==> config.mk <==
export PLATFORM = sky130hd
export DESIGN_NAME = pattern_merge_pipe
export DESIGN_NICKNAME = d
export VERILOG_FILES = /design/src/rtl/pattern_merge_pkg.sv /design/src/rtl/pattern_merge_pipe_stage.sv /design/src/rtl/pattern_merge_pipe.sv
export SDC_FILE = /design/constraint.sdc
export NUM_CORES = 1
export LEC_CHECK = 0
export ABC_CLOCK_PERIOD_IN_PS = 1800
export BUFFER_PORTS_ARGS = -buffer_cell sky130_fd_sc_hd__buf_2
export CORE_MARGIN = 10
export CORE_UTILIZATION = 23
export DETAILED_ROUTE_END_ITERATION = 8
export GPL_ROUTABILITY_DRIVEN = 0
export SYNTH_ARGS = -nofsm -noshare
export SYNTH_HDL_FRONTEND = slang
export SYNTH_SLANG_ARGS = --single-unit
==> constraint.sdc <==
create_clock -name blif_clk_net -period 1.8 [get_ports blif_clk_net]
set_input_delay 0.09 -clock blif_clk_net [delete_from_list [all_inputs] [get_ports blif_clk_net]]
set_output_delay 0.09 -clock blif_clk_net [all_outputs]
set_load 0.03 [all_outputs]
==> src/rtl/pattern_merge_pkg.sv <==
// Shared types and constants for the pattern-merge pipeline: merge modes, MISR taps and
// signature width.
package pattern_merge_pkg;

    localparam int unsigned SIG_W = 16;

    // Feedback taps at bits 15, 13, 12 and 10 of the signature register.
    localparam logic [SIG_W-1:0] MISR_TAPS = 16'hB400;

    typedef enum logic [1:0] {
        PM_NOR  = 2'd0,
        PM_NAND = 2'd1,
        PM_PASS = 2'd2,
        PM_XMRG = 2'd3
    } pm_mode_e;

endpackage

==> src/rtl/pattern_merge_pipe_stage.sv <==
// pm_stage: one elastic register slice holding a valid bit and a data word.
// Loads whenever the slice is allowed to advance.
module pm_stage #(
    parameter int unsigned DW = 8
) (
    input  logic          clk,
    input  logic          rst_n,
    input  logic          adv,
    input  logic          load_valid,
    input  logic [DW-1:0] load_data,
    output logic          valid,
    output logic [DW-1:0] data
);

    logic          valid_q;
    logic [DW-1:0] data_q;

    always_ff @(posedge clk or negedge rst_n) begin
        if (!rst_n) begin
            valid_q <= 1'b0;
            data_q  <= '0;
        end else if (adv) begin
            valid_q <= load_valid;
            // Bubbles leave the data word untouched.
            if (load_valid) begin
                data_q <= load_data;
            end
        end
    end

    assign valid = valid_q;
    assign data  = data_q;

endmodule

==> src/rtl/pattern_merge_pipe.sv <==
// Selectable NAND/NOR/XOR merge across lanes, carried through a DEPTH-stage elastic
// valid/ready pipeline, with a MISR signature and saturating beat counter on the output.
module pattern_merge_pipe
    import pattern_merge_pkg::*;
#(
    parameter int unsigned WIDTH    = 4,
    parameter int unsigned CHANNELS = 2,
    parameter int unsigned DEPTH    = 2
) (
    input  logic                         blif_clk_net,
    input  logic                         blif_reset_net,
    input  logic                         in_valid,
    output logic                         in_ready,
    input  logic [CHANNELS*WIDTH-1:0]    in_data,
    input  logic [1:0]                   in_mode,
    output logic                         out_valid,
    input  logic                         out_ready,
    output logic [CHANNELS*WIDTH-1:0]    out_data,
    input  logic                         sig_clear,
    output logic [SIG_W-1:0]             sig,
    output logic [SIG_W-1:0]             beat_cnt
);

    localparam int unsigned DW     = CHANNELS * WIDTH;
    localparam int unsigned NCHUNK = (DW + SIG_W - 1) / SIG_W;

    pm_mode_e      mode;
    logic [DW-1:0] merged;

    assign mode = pm_mode_e'(in_mode);

    for (genvar c = 0; c < CHANNELS; c++) begin : g_lane
        logic [WIDTH-1:0] a;
        logic [WIDTH-1:0] rot;
        logic [WIDTH-1:0] nbr;
        logic [WIDTH-1:0] y;

        assign a   = in_data[c*WIDTH +: WIDTH];
        assign rot = {a[WIDTH-2:0], a[WIDTH-1]};
        assign nbr = in_data[((c + 1) % CHANNELS)*WIDTH +: WIDTH];

        always_comb begin
            y = a;
            case (mode)
                PM_NOR:  y = ~(a | rot);
                PM_NAND: y = ~(a & rot);
                PM_PASS: y = a;
                PM_XMRG: y = a ^ nbr;
                default: y = a;
            endcase
        end

        assign merged[c*WIDTH +: WIDTH] = y;
    end

    logic [DEPTH-1:0] v;
    logic [DEPTH-1:0] adv;
    logic [DW-1:0]    d [DEPTH];

    for (genvar k = 0; k < DEPTH; k++) begin : g_stage
        logic          ld_valid;
        logic [DW-1:0] ld_data;

        // A stage advances when empty or when its successor advances.
        if (k == DEPTH - 1) begin : g_last
            assign adv[k] = ~v[k] | out_ready;
        end else begin : g_mid
            assign adv[k] = ~v[k] | adv[k+1];
        end

        if (k == 0) begin : g_first
            assign ld_valid = in_valid;
            assign ld_data  = merged;
        end else begin : g_rest
            assign ld_valid = v[k-1];
            assign ld_data  = d[k-1];
        end

        pm_stage #(
            .DW(DW)
        ) u_stage (
            .clk        (blif_clk_net),
            .rst_n      (blif_reset_net),
            .adv        (adv[k]),
            .load_valid (ld_valid),
            .load_data  (ld_data),
            .valid      (v[k]),
            .data       (d[k])
        );
    end

    assign in_ready  = adv[0] & blif_reset_net;
    assign out_valid = v[DEPTH-1];
    assign out_data  = d[DEPTH-1];

    logic                    out_hs;
    logic [NCHUNK*SIG_W-1:0] padded;
    logic [SIG_W-1:0]        fold;
    logic                    feedback;
    logic [SIG_W-1:0]        sig_d, sig_q;
    logic [SIG_W-1:0]        cnt_d, cnt_q;

    assign out_hs   = out_valid & out_ready;
    assign feedback = ^(sig_q & MISR_TAPS);

    always_comb begin
        padded         = '0;
        padded[DW-1:0] = out_data;
        fold           = '0;
        for (int i = 0; i < int'(NCHUNK); i++) begin
            fold = fold ^ padded[i*SIG_W +: SIG_W];
        end
    end

    // Clear takes priority over a coincident output handshake.
    always_comb begin
        sig_d = sig_q;
        cnt_d = cnt_q;
        if (sig_clear) begin
            sig_d = '0;
            cnt_d = '0;
        end else if (out_hs) begin
            sig_d = {sig_q[SIG_W-2:0], feedback} ^ fold;
            cnt_d = (cnt_q == {SIG_W{1'b1}}) ? cnt_q : cnt_q + 1'b1;
        end
    end

    always_ff @(posedge blif_clk_net or negedge blif_reset_net) begin
        if (!blif_reset_net) begin
            sig_q <= '0;
            cnt_q <= '0;
        end else begin
            sig_q <= sig_d;
            cnt_q <= cnt_d;
        end
    end

    assign sig      = sig_q;
    assign beat_cnt = cnt_q;

endmodule

# [Word-level counts from Yosys, hierarchy flattened]
# Cells that the tools add are included.
[totals] output_inout_bits=42 elab_cells=41 regBits=50
[op_classes] n_addsub=1 reduce_logical=6 n_bitwise=16 n_mux=7 n_eq_ne=5
[ops] cell="16-bit two-way mux" n=5
[ops] cell="4-bit one-hot mux with 4 select lines" n=2
[ops] cell="16-bit by 1-bit adder with 16-bit output (second input constant)" n=1
[ops] cell="16-bit equality test (second input constant)" n=1
[ops] cell="4-bit inverter" n=4
[ops] cell="16-bit XOR reduction" n=1
[ops] cell="16-bit by 8-bit XOR with 16-bit output" n=1
[ops] cell="4-bit bitwise AND" n=2
[ops] cell="4-bit OR" n=2
[ops] cell="2-bit AND reduction" n=3
[ops] cell="2-bit equality test (second input constant)" n=2
[ops] cell="4-bit XOR" n=1
[ops] cell="1-bit bitwise AND" n=2
[ops] cell="2-bit by 1-bit equality test with 1-bit output (second input constant)" n=1
[ops] cell="2-bit logical NOT" n=1
[ops] cell="2-bit != test (second input constant)" n=1
[ops] cell="1-bit inverter" n=2
[ops] cell="1-bit OR" n=2
[ops] cell="2-bit nonzero test" n=1

# [Longest topological paths before layout]
[depth] depth_word=4 depth_mapped=7 ltp_nobuf=6

# [By module]
# A second synthesis with hierarchy kept.
[hier_totals] hier_cells=262 area_unflattened_um2=2672.6
[modules_own_cells] module="pattern_merge_pipe" instances=1 seq_area_each_um2=800.8 area_per_inst_um2=2001.9 cells_per_inst=222
[modules_own_cells] module="pm_stage" instances=2 seq_area_each_um2=225.2 area_per_inst_um2=335.3 cells_per_inst=20

# [Worst setup path after synthesis]
# OpenSTA, ideal clock, no wires.
[synth_timing] kind="reg2reg" from="register cnt_q[6] (netlist: beat_cnt[6])" to="register cnt_q[7] (netlist: beat_cnt[7])" period_less_slack_ns=1.787 path_slack_ns=0.013 arrival_ns=1.655 setup_time_ns=0.132 stages_incl_launch_ff=7 required_time_ns=1.668 path_cell_list="dfrtp_1 nand4_1 or2_2 clkbuf_1 o2111ai_1 xor2_1 nor2_1"
[synth_via] elab_chain_cells=4 elab_cells_between_ends=7 classes_between="add/sub: 1; eq/ne: 2; mux: 3; reduce/logical: 1"
[synth_rtl] element="from (decl)" line="pattern_merge_pipe.sv:101" source="logic [SIG_W-1:0] cnt_d, cnt_q;"
[synth_rtl] element="from (signal assigned)" line="pattern_merge_pipe.sv:134" source="cnt_q <= cnt_d;"
[synth_rtl] element="16-bit by 1-bit adder with 16-bit output" line="pattern_merge_pipe.sv:124" source="cnt_d = (cnt_q == {SIG_W{1'b1}}) ? cnt_q : cnt_q + 1'b1;"
[synth_rtl] element="16-bit two-way mux" line="pattern_merge_pipe.sv:124"
[synth_rtl] element="16-bit two-way mux" line="pattern_merge_pipe.sv:122" source="end else if (out_hs) begin"
[synth_rtl] element="16-bit two-way mux" line="pattern_merge_pipe.sv:119" source="if (sig_clear) begin"
# Several ways; a longest one is shown, not always the timed one. The select of a mux whose other input is x is not followed.
# A chain may end at the register's enable or synchronous reset.

# [Worst setup path in the final report]
[layout_timing] from="register cnt_q[0] (netlist: beat_cnt[0])" to="register cnt_q[14] (netlist: beat_cnt[14])"
# The elaborated chain is that of the path after synthesis.

==> flow_summary_export.csv <==
group,metric,value,unit
outcome,outcome,"complete, no violations",
global_route,first_global_vias,2127,
pwr,irDropWorstVdd,303,µV
clock_network,cts_post_setup_buffers_inserted,0,
pwr,leakagePower,0.00143,µW
floorplanning,die_height,124,µm
synthesis,syn_area_per_cell,9.67,µm²
final_layout,final_area,3060,µm²
synthesis,synth.yosys.seq_area_share,0.505,
clock_network,ctsHtreeMaxLevel,2,
clock_network,cts.root.buffer_cell,"clkbuf_8",
global_route,globalRoute.busiestLayer,"met2",
synthesis,biggest_area_consumer_among_synthesized_cells,"dfrtp_1",
final_layout,synthToLayoutAreaGrowth,23.7,%
floorplanning,core_region_area,10400,µm²
pwr,cellPowerDensity,859,nW/µm²
critical_path,critical_path_class,"flop to flop",
synthesis,synth-edff-count,0,
clock_network,clkSinkCount,50,
timing,period_minus_slack,1650,ps
timing,finalSetupViolations,0,
timing,slew_headroom,0.577,
synthesis,post_synth_most_frequent_cells,"50 x dfrtp_1, 47 x nor2_1, 21 x nand2_1, 18 x a21oi_1, 16 x a22o_1",
synthesis,synth_cell_type_count,35,
timing,grt_setup_unrepaired,"false",
final_layout,multi_input_comb_area,1170,µm²
route,wl,6460,µm
critical_path,endpoint_kind,"flop",
route,dr_wl_cell,14.2,µm
floorplanning,row_count,37,
floorplanning,die_area,15300,µm²
global_route,grt_util_met3,0.0249,
clock_network,clock_path_buffers,2,
synthesis,synth_most_common_cell,"dfrtp_1",
critical_path,worst-endpoint-arrival,1850,ps
timing,fin_worst_skew,9.77,ps
critical_path,worst-endpoint-required,1990,ps
critical_path,worst-path-buf-inv,0,
route,detailedRoute.firstIterationViolations,147,
critical_path,cp_max_stage_cell,"or3b_4",
global_route,gr-usage-met2,0.149,
pwr,power_switching,885,µW
route,routed-via-count,2034,
global_route,first_pass_grt_wire_length,10600,µm
synthesis,synth_top_cells_by_area,"dfrtp_1 51%, nor2_1 7.1%, a22o_1 5.7%",
placed_design,dpl.hpwl,4960,µm
placed_design,placed_area,2960,µm²
clock_network,clkSlewWorstSetupHoldPaths,90,ps
synthesis,netlist.area_leader.share,0.505,
timing,final.hold.worst_slack,77.8,ps
critical_path,critical-path-top-delay-family,"simple AND/OR/NAND/NOR gates",
placed_design,port-buffer-count,56,
route,dr.pass1.iters,7,
synthesis,synth_cells,256,
floorplanning,die_span_in_x,124,µm
synthesis,dominantRegCellSynth,"dfrtp_1",
critical_path,critical_path.max_stage_delay,430,ps
global_route,globalRouteTotalUtil,0.0857,
timing,achievable-frequency,604,MHz
clock_network,cts_tree,"done",
final_layout,number_of_fill_cells_in_the_layout,1122,
route,drt-vias-per-instance,4.47,
final_layout,antenna_cells,0,
route,antenna_left,0,
global_route,grt_start_max_net_pins,51,
final_layout,final-seq-area,1250,µm²
timing,totalNegativeSetupSlack,0,ps
pwr,power.share.sequential,0.509,
clock_network,worst_skew_pair.late_latency,300,ps
timing,timing.final.max_slew_violations,0,
timing,post-route-period-util,0.919,
pwr,share_comb_of_total_power,0.246,
job,cap_viol_max_count,0,
synthesis,synthesis.area,2480,µm²
pwr,power.switching_fraction,0.337,
synthesis,postSynthNetCount,272,
critical_path,critPathLaunchType,"flop",
global_route,grt.overflow.total,0,
hold_path,min_delay_path_class,"primary input to flop",
final_layout,final_layout_size_suffix_gt1_frac,0.276,
timing,tightest_slew,635,ps
final_layout,nNetsFinal,335,
critical_path,worstPathCellList,"ha_2 > or3b_4 > nor4_4 > xnor2_1 > nor2_1",
route,route.detailed.drc,0,
critical_path,critPathMaxFanout,5,
synthesis,synth-warning-count,0,
final_layout,final_core_util,0.294,
floorplanning,start_util,0.238,
synthesis,postSynthRegisterBits,50,
pwr,internal_power,1750,µW
pwr,clock_power_share,0.245,
global_route,antenna_found_initial,0,
synthesis,postSynth.asyncResetShare,1.00,
floorplanning,num_io_pins,57,
timing,timing.final.hold_violations,0,
global_route,fraction_of_met1_tracks_used_by_global_routing,0.103,
clock_network,cts_inserted_buffers,5,
-- cell usage in the layout (no fill, tap or decap), types with 2 or more instances in the layout --
| cell type | count |
|---|---|
| nand2_1 | 21 |
| a211oi_1 | 3 |
| nand3_1 | 12 |
| and4_1 | 2 |
| dlygate4sd3_1 | 2 |
| nand3b_1 | 2 |
| a22o_1 | 16 |
| dfrtp_1 | 50 |
| buf_4 | 11 |
| a21oi_1 | 18 |
| clkbuf_8 | 5 |
| nor3_1 | 4 |
| xnor2_1 | 10 |
| nor2_1 | 47 |
| o21ai_0 | 9 |
| nand4_1 | 3 |
| and2_1 | 2 |
| nand2b_1 | 4 |
| mux2_2 | 8 |
| and3_1 | 4 |
| xor2_1 | 12 |
| o211ai_1 | 3 |
| buf_2 | 56 |
-- path summary, 6_finish.rpt --
check,cells past startpoint,from,to,slack (ps)
min,2,sig_clear,beat_cnt[4]$_DFFE_PN0P_,80
min in group asynchronous,3,blif_reset_net,sig[13]$_DFFE_PN0P_,490
max,5,beat_cnt[0]$_DFFE_PN0P_,beat_cnt[14]$_DFFE_PN0P_,150
max reg2reg,5,beat_cnt[0]$_DFFE_PN0P_,beat_cnt[14]$_DFFE_PN0P_,150
max in group asynchronous,3,blif_reset_net,sig[0]$_DFFE_PN0P_,880
min reg2reg,1,g_stage[0].u_stage.valid$_DFFE_PN0N_,g_stage[1].u_stage.valid$_DFFE_PN0P_,510
-- per-layer routing --
layer,part of all wire,vias up
li1,-,1014
met1,0.45,972
met2,0.47,43
met3,0.072,5
met4,0.0048,0
met5,0,-
-- kinds of logic after synthesis --
family                     synth area share
AOI/OAI and AO/OA                     0.149
muxes                                0.0364
adders and majority gates           0.00505
xor gates and xnor gates             0.0778
buffers and inverters                0.0227
DFF                                   0.505
and+or+nand+nor                       0.204
-- per-stage QoR --
stage               std cells  setup WS [ps]  power, µW
global placement          446            213       2010
floorplan                 256           12.9       1780
global route              455           26.7       2800
finish                    455            145       2630
CTS                       455            109       2680
detailed placement        446            124       2030
-- power groups by stage --
stage | clock network, µW | logic, µW | registers (µW)
4_1_cts | 672 | 666 | 1340
3_3_place_gp | 0 | 651 | 1360
2_1_floorplan | 0 | 260 | 1520
5_1_grt | 718 | 718 | 1360
6_report | 643 | 648 | 1340
3_5_place_dp | 0 | 661 | 1370
-- worst reg2reg max path: stages (launching register included) --
cell and delay, ps:
dfrtp_1 410, ha_2 230, or3b_4 430, nor4_4 280
xnor2_1 140, nor2_1 60
-- sequential cells by signal, indices dropped and copies added, names as in the netlist --
| name | cells |
|---|---|
| beat_cnt | 16 |
| g_stage.u_stage.valid | 2 |
| sig | 16 |
| g_stage.u_stage.data | 16 |
-- what timing repair did --
item	4_1_cts	5_1_grt
resized for setup	0	2
hold buffers	2	0
hold endpoints to repair	10	0
endpoints found under the setup margin	0	2
-- cell type report --
type / instances / share of cell area
inverter: 1 / 0.00123
clock buffer: 5 / 0.0225
sequential: 50 / 0.408
timing repair buffer: 69 / 0.125
multi-input combinational: 192 / 0.383
tap: 136 / 0.0556
clock inverter: 2 / 0.00449
Note: power is estimated with default switching activity, not from simulation.
